<file path="src/rtl/apb_master_nslave_pkg.sv">
// apb_master_pkg: shared types for the APB master bridge.
//   apb_state_e : bridge FSM states (IDLE, SETUP, ACCESS)
//   sel_w()     : number of address MSBs used to select a slave
//   apb_req_t   : latched request {write, addr, wdata}, sized for the widest
//                 supported bus; the bridge uses the low AW/DW bits.
package apb_master_pkg;

    localparam int APB_MAX_AW = 32;
    localparam int APB_MAX_DW = 32;

    typedef enum logic [1:0] {
        IDLE   = 2'd0,
        SETUP  = 2'd1,
        ACCESS = 2'd2
    } apb_state_e;

    function automatic int sel_w(input int n);
        return $clog2(n);
    endfunction

    typedef struct packed {
        logic                  write;
        logic [APB_MAX_AW-1:0] addr;
        logic [APB_MAX_DW-1:0] wdata;
    } apb_req_t;

endpackage

</file>
<file path="src/rtl/apb_master_nslave_addr_decoder.sv">
// apb_addr_decoder: combinational slave decode from an APB address.
//   addr       in   AW          address; top SEL_W bits are the slave index
//   idx        out  SEL_W       slave index
//   sel_onehot out  NUM_SLAVES  one-hot select, all zero on decode error
//   dec_err    out  1           index does not name an existing slave
module apb_addr_decoder
    import apb_master_pkg::*;
#(
    parameter int AW         = 9,
    parameter int NUM_SLAVES = 2
) (
    input  logic [AW-1:0]                addr,
    output logic [sel_w(NUM_SLAVES)-1:0] idx,
    output logic [NUM_SLAVES-1:0]        sel_onehot,
    output logic                         dec_err
);
    localparam int SEL_W = sel_w(NUM_SLAVES);

    always_comb begin
        idx        = addr[AW-1 -: SEL_W];
        dec_err    = (int'(idx) >= NUM_SLAVES);
        sel_onehot = '0;
        for (int i = 0; i < NUM_SLAVES; i++) begin
            if (int'(idx) == i) sel_onehot[i] = 1'b1;
        end
    end

endmodule

</file>
<file path="src/rtl/apb_master_nslave.sv">
// apb_master_nslave: APB3 master bridge for a bus shared by NUM_SLAVES slaves.
// Accepts single read/write requests, runs them as SETUP/ACCESS phases, and
// reports each completion with a one-cycle done pulse plus error status.
// Ports:
//   PCLK, PRESETn                 clock, async active-low reset
//   transfer, READ_WRITE          request strobe and direction (1 = write)
//   apb_read_paddr/write_paddr    request address (chosen by direction)
//   apb_write_data                write data
//   apb_read_data_out             last read data, held until the next read
//   done, error, timeout          completion pulse and its status
//   busy                          FSM not in IDLE
//   PSEL..PWDATA                  APB master outputs
//   PRDATA, PREADY, PSLVERR       per-slave APB responses
// Optional feature: define APB_MASTER_TIMEOUT_EN to abort ACCESS after
// TIMEOUT_CYCLES cycles without PREADY.
// Handshake: a request is accepted when transfer=1 is sampled in IDLE or in
// the ACCESS cycle where the selected slave's PREADY=1; at any other time
// transfer is ignored, never queued.
module apb_master_nslave
    import apb_master_pkg::*;
#(
    parameter int AW             = 9,
    parameter int DW             = 8,
    parameter int NUM_SLAVES     = 2,
    parameter int TIMEOUT_CYCLES = 16
) (
    input  logic                     PCLK,
    input  logic                     PRESETn,
    input  logic                     transfer,
    input  logic                     READ_WRITE,
    input  logic [AW-1:0]            apb_read_paddr,
    input  logic [AW-1:0]            apb_write_paddr,
    input  logic [DW-1:0]            apb_write_data,
    output logic [DW-1:0]            apb_read_data_out,
    output logic                     done,
    output logic                     error,
    output logic                     timeout,
    output logic                     busy,
    output logic [NUM_SLAVES-1:0]    PSEL,
    output logic                     PENABLE,
    output logic                     PWRITE,
    output logic [AW-1:0]            PADDR,
    output logic [DW-1:0]            PWDATA,
    input  logic [NUM_SLAVES*DW-1:0] PRDATA,
    input  logic [NUM_SLAVES-1:0]    PREADY,
    input  logic [NUM_SLAVES-1:0]    PSLVERR
);
    localparam int SEL_W = sel_w(NUM_SLAVES);

    apb_state_e state_q, state_d;
    apb_req_t   req_q, req_d, new_req;
    logic [DW-1:0] rdata_q, rdata_d;
    logic done_q, done_d, error_q, error_d;

    logic [SEL_W-1:0]      cur_idx, new_idx;
    logic [NUM_SLAVES-1:0] cur_onehot, new_onehot;
    logic                  cur_err, new_err;
    logic [AW-1:0]         new_addr;
    logic                  sel_ready, sel_slverr, tmo_abort;
    logic [DW-1:0]         sel_rdata;

    assign new_addr = READ_WRITE ? apb_write_paddr : apb_read_paddr;

    // Decode of the latched request drives PSEL; decode of the incoming
    // request catches a bad address before any bus cycle is started.
    apb_addr_decoder #(.AW(AW), .NUM_SLAVES(NUM_SLAVES)) u_cur_dec (
        .addr(req_q.addr[AW-1:0]), .idx(cur_idx), .sel_onehot(cur_onehot), .dec_err(cur_err)
    );
    apb_addr_decoder #(.AW(AW), .NUM_SLAVES(NUM_SLAVES)) u_new_dec (
        .addr(new_addr), .idx(new_idx), .sel_onehot(new_onehot), .dec_err(new_err)
    );

    // Only the selected slave's response is looked at.
    always_comb begin
        sel_ready  = 1'b0;
        sel_slverr = 1'b0;
        sel_rdata  = '0;
        for (int i = 0; i < NUM_SLAVES; i++) begin
            if (int'(cur_idx) == i) begin
                sel_ready  = PREADY[i];
                sel_slverr = PSLVERR[i];
                sel_rdata  = PRDATA[i*DW +: DW];
            end
        end
    end

    always_comb begin
        new_req                = '0;
        new_req.write          = READ_WRITE;
        new_req.addr[AW-1:0]   = new_addr;
        new_req.wdata[DW-1:0]  = apb_write_data;
    end

    always_comb begin
        state_d = state_q;
        req_d   = req_q;
        rdata_d = rdata_q;
        done_d  = 1'b0;
        error_d = 1'b0;
        case (state_q)
            IDLE: begin
                if (transfer) begin
                    req_d = new_req;
                    if (new_err) begin
                        done_d  = 1'b1;
                        error_d = 1'b1;
                    end else begin
                        state_d = SETUP;
                    end
                end
            end
            SETUP: begin
                // Reached with a bad address only via a back-to-back request.
                if (cur_err) begin
                    done_d  = 1'b1;
                    error_d = 1'b1;
                    state_d = IDLE;
                end else begin
                    state_d = ACCESS;
                end
            end
            ACCESS: begin
                if (sel_ready) begin
                    done_d  = 1'b1;
                    error_d = sel_slverr;
                    if (!req_q.write) rdata_d = sel_rdata;
                    if (transfer) begin
                        req_d   = new_req;
                        state_d = SETUP;
                    end else begin
                        state_d = IDLE;
                    end
                end else if (tmo_abort) begin
                    done_d  = 1'b1;
                    error_d = 1'b1;
                    state_d = IDLE;
                end
            end
            default: state_d = IDLE;
        endcase
    end

    always_ff @(posedge PCLK or negedge PRESETn) begin
        if (!PRESETn) begin
            state_q <= IDLE;
            req_q   <= '0;
            rdata_q <= '0;
            done_q  <= 1'b0;
            error_q <= 1'b0;
        end else begin
            state_q <= state_d;
            req_q   <= req_d;
            rdata_q <= rdata_d;
            done_q  <= done_d;
            error_q <= error_d;
        end
    end

`ifdef APB_MASTER_TIMEOUT_EN
    localparam int CNT_W = $clog2(TIMEOUT_CYCLES + 1);
    logic [CNT_W-1:0] tmo_cnt_q, tmo_cnt_d;
    logic             timeout_q, timeout_d;

    // Counts completed ACCESS cycles; cleared whenever the FSM leaves ACCESS.
    always_comb begin
        tmo_cnt_d = '0;
        if (state_q == ACCESS) tmo_cnt_d = tmo_cnt_q + 1'b1;
    end

    assign tmo_abort = (state_q == ACCESS) && !sel_ready &&
                       (tmo_cnt_q == CNT_W'(TIMEOUT_CYCLES - 1));
    assign timeout_d = tmo_abort;

    always_ff @(posedge PCLK or negedge PRESETn) begin
        if (!PRESETn) begin
            tmo_cnt_q <= '0;
            timeout_q <= 1'b0;
        end else begin
            tmo_cnt_q <= tmo_cnt_d;
            timeout_q <= timeout_d;
        end
    end

    assign timeout = timeout_q;
`else
    assign tmo_abort = 1'b0;
    assign timeout   = 1'b0;
`endif

    assign apb_read_data_out = rdata_q;
    assign done              = done_q;
    assign error             = error_q;
    assign busy              = (state_q != IDLE);
    assign PSEL              = (state_q != IDLE && !cur_err) ? cur_onehot : '0;
    assign PENABLE           = (state_q == ACCESS);
    assign PWRITE            = req_q.write;
    assign PADDR             = req_q.addr[AW-1:0];
    assign PWDATA            = req_q.wdata[DW-1:0];

endmodule
</file>
<file path="config.mk">
export PLATFORM = sky130hd
export DESIGN_NAME = apb_master_nslave
export DESIGN_NICKNAME = d
export VERILOG_FILES = /design/src/rtl/apb_master_nslave_pkg.sv /design/src/rtl/apb_master_nslave_addr_decoder.sv /design/src/rtl/apb_master_nslave.sv
export SDC_FILE = /design/constraint.sdc
export NUM_CORES = 1
export LEC_CHECK = 0
export ABC_AREA = 1
export BUFFER_PORTS_ARGS = -buffer_cell sky130_fd_sc_hd__buf_4
export CAP_MARGIN = 30
export CORE_MARGIN = 5
export CORE_UTILIZATION = 39
export CTS_CLUSTER_SIZE = 16
export DETAILED_ROUTE_END_ITERATION = 12
export PLACE_DENSITY = 0.84
export SYNTH_ARGS = -nofsm -noshare
export SYNTH_HDL_FRONTEND = slang
export SYNTH_SLANG_ARGS = --single-unit
</file>
<file path="constraint.sdc">
create_clock -name PCLK -period 1.2 [get_ports PCLK]
set_clock_uncertainty 0.1 [all_clocks]
set_input_delay 0.24 -clock PCLK [delete_from_list [all_inputs] [get_ports PCLK]]
set_output_delay 0.24 -clock PCLK [all_outputs]
set_load 0.005 [all_outputs]
</file>
==> flow_summary_export.csv <==
group,metric,value,unit
run_status,status,"complete, but fails checks",
run_status,violations,"negative setup slack",
cells_and_area,final_nets,354,
grt,grt_pass1_wl,7800,µm
drt,first_iter_violations,71,
setup_path,end_kind,"output port",
grt,grt_max_degree,31,
drt,ant_nets,0,
floorplanning,die_area,5140,µm²
power,leakagePower,1.49,nW
grt,overflow,0,
setup_path,cp_data_arrival_time,1.11,ns
cts,tritoncts,"yes",
power,clock_power_share,12.0,%
cells_and_area,multi_input_area,862,µm²
sta,tns,-5.48,ns
cts,worstSkewPairLatency,0.28,ns
synthesis,yosysUniqueCellTypes,17,
floorplanning,core,3660,µm²
place,portBuffers,81,
cells_and_area,utilization,75.2,%
sta,rsz0062_at_grt,"yes",
setup_path,startpoint_type,"flip-flop",
grt,grt_pass1_vias,1686,
floorplanning,initial_utilization,40.5,%
cts,clk_pin_slew,0.06,ns
cts,cts_inserted_buffers,5,
setup_path,crit_type,"flip-flop to output port",
synthesis,syn_area,1480,µm²
synthesis,ys_seq_elements,30,
setup_path,required,0.86,ns
place,hpwl,3080,µm
cts,cts_max_level,2,
drt,dr_total_vias,1645,
sta,timing.final.ws_setup,-0.252,ns
power,power.switching,0.00240,W
synthesis,seq_area_frac_synth,50.6,%
drt,drt-total-wl,5180,µm
place,finalWeightedCongestion,0.781,
sta,setup_violations,33,
cells_and_area,nFillCells,267,
sta,finalHoldViolations,0,
cts,clk_path_buf_depth,2,
cells_and_area,syn_to_final_growth,85.6,%
hold_path,min_path_type,"input pin to flip-flop",
cts,cts_sinks,30,
power,switching_share,38.9,%
power,pwr-share-comb,58.0,%
flow_run,drv_cap,0,
cells_and_area,fin_cells,352,
place,pre_cts_ws,-0.0173,ns
sta,drv_slew,0,
drt,dr.pass1.iters,4,
cells_and_area,drive_above_1_share,53.9,%
cts,clockRootBuffer,"clkbuf_8",
power,p_seq_share,30.0,%
synthesis,syn-mean-instance-area,7.64,µm²
drt,wl_per_cell,14.7,µm
synthesis,netlist_instances,194,
drt,viasPerCell,4.67,
floorplanning,ios,83,
place,post-place-cells,321,
power,ir_drop,911,µV
cells_and_area,ff_latch_area,753,µm²
drt,drc,0,
grt,antenna_found_initial,0,
power,power_density,2240,nW/µm²
sta,min_period,1.45,ns
setup_path,path_max_fanout,3,
sta,fmax,0.689,GHz
power,p_int,0.00376,W
grt,grt_usage,19.8,%
floorplanning,num_rows,22,
cells_and_area,n_antenna_cell,0,
floorplanning,die_y,71.7,µm
synthesis,syn_nets,244,
floorplanning,dieWidth,71.7,µm
synthesis,yosysWarnings,0,
sta,period_share,121,%
cell type report:
class,instances,share of cell area [%]
inverters,16,2.46
flip-flops and latches,30,27.4
multi-input cells,143,31.3
well taps,48,2.18
repair buffers,108,33.9
clock buffers,7,2.77
logic make-up after synthesis:
group                  share of synthesized area, %
AND/OR/NAND/NOR                                37.6
flip-flops                                     50.6
AO/OA/AOI/OAI                                  3.71
buffers and inverters                          7.85
other                                         0.253
per-layer routing:
layer,share of wire [%],vias to the layer above,GRT usage (%),wire length [µm]
met4,3.0,0,8.35,158
met2,50,74,35.0,2620
met5,0,-,0,0
li1,-,820,-,-
met3,9.4,14,7.15,487
met1,37,737,21.1,1920
sequential cells by signal, summed over array words and instances, names as in the netlist:
| signal | flops |
|---|---|
| PADDR | 9 |
| PWDATA | 8 |
| PWRITE | 1 |
| apb_read_data_out | 8 |
| done | 1 |
| error | 1 |
| state_q | 2 |
synth_stat cells (all sizes together):
master,count,area [µm²]
nand2,94,375
dfrtp,30,751
nand3,28,153
inv,16,60.1
o21ai,10,50.1
buf,9,56.3
nor2,5,28.8
a21oi,1,5.00
conb,1,3.75
cell usage in the layout, fill, tap and decap left out, drive strengths merged:
| cell | Yosys | layout |
|---|---|---|
| nor2 | 5 | 5 |
| clkbuf | 0 | 7 |
| dfrtp | 30 | 30 |
| dlygate4sd3 | 0 | 1 |
| nand3 | 28 | 28 |
| inv | 16 | 16 |
| a21oi | 1 | 1 |
| buf | 9 | 107 |
| nand2 | 94 | 98 |
| conb | 1 | 1 |
| o21ai | 10 | 10 |
worst max-delay path: stages, from the launching register on:
cell and delay [ns]:
dfrtp_2 0.45, nor2_4 0.19, nor2_2 0.06, buf_4 0.13
path summary, 6_finish.rpt:
check                             startpoint              endpoint  slack (ns)  cells after the start
setup / recovery                  state_q[1]               PSEL[0]       -0.25                      3
hold / removal             apb_write_data[0]             PWDATA[0]        0.09                      3
setup reg to reg                  state_q[1]  apb_read_data_out[3]       -0.18                      7
hold reg to reg                     PADDR[4]              PADDR[4]        0.38                      2
max in group asynchronous            PRESETn            state_q[0]        0.38                      2
min in group asynchronous            PRESETn             PWDATA[2]        0.32                      2
metrics by stage:
step / power [W] / hold slack, ns / cell area, µm²
after CTS: 0.00555 / 0.0815 / 2540
after floorplan: 0.00274 / -0.156 / 1490
final: 0.00616 / 0.0887 / 2750
after global placement: 0.00395 / 0.0857 / 2180
after detailed placement: 0.00404 / 0.0877 / 2180
after global routing: 0.00656 / 0.0812 / 2750
power by group through the flow:
stage	clock, W	sequential [W]	combinational (W)
finish	0.000742	0.00185	0.00357
global route	0.000808	0.00190	0.00385
CTS	0.000747	0.00176	0.00304
detailed placement	0	0.00176	0.00228
global placement	0	0.00173	0.00222
floorplan	0	0.00176	0.000975
what timing repair did:
| item | 4_1_cts | 5_1_grt |
|---|---|---|
| hold endpoints to repair | 30 | 0 |
| gates cloned | 4 | 1 |
| hold buffers | 1 | 0 |
| gates resized for setup | 30 | 47 |
| buffers inserted | 16 | 2 |
| pin swaps | 9 | 9 |
| endpoints found under the setup margin | 16 | 35 |
No activity file was read; power rests on OpenSTA's default activity.
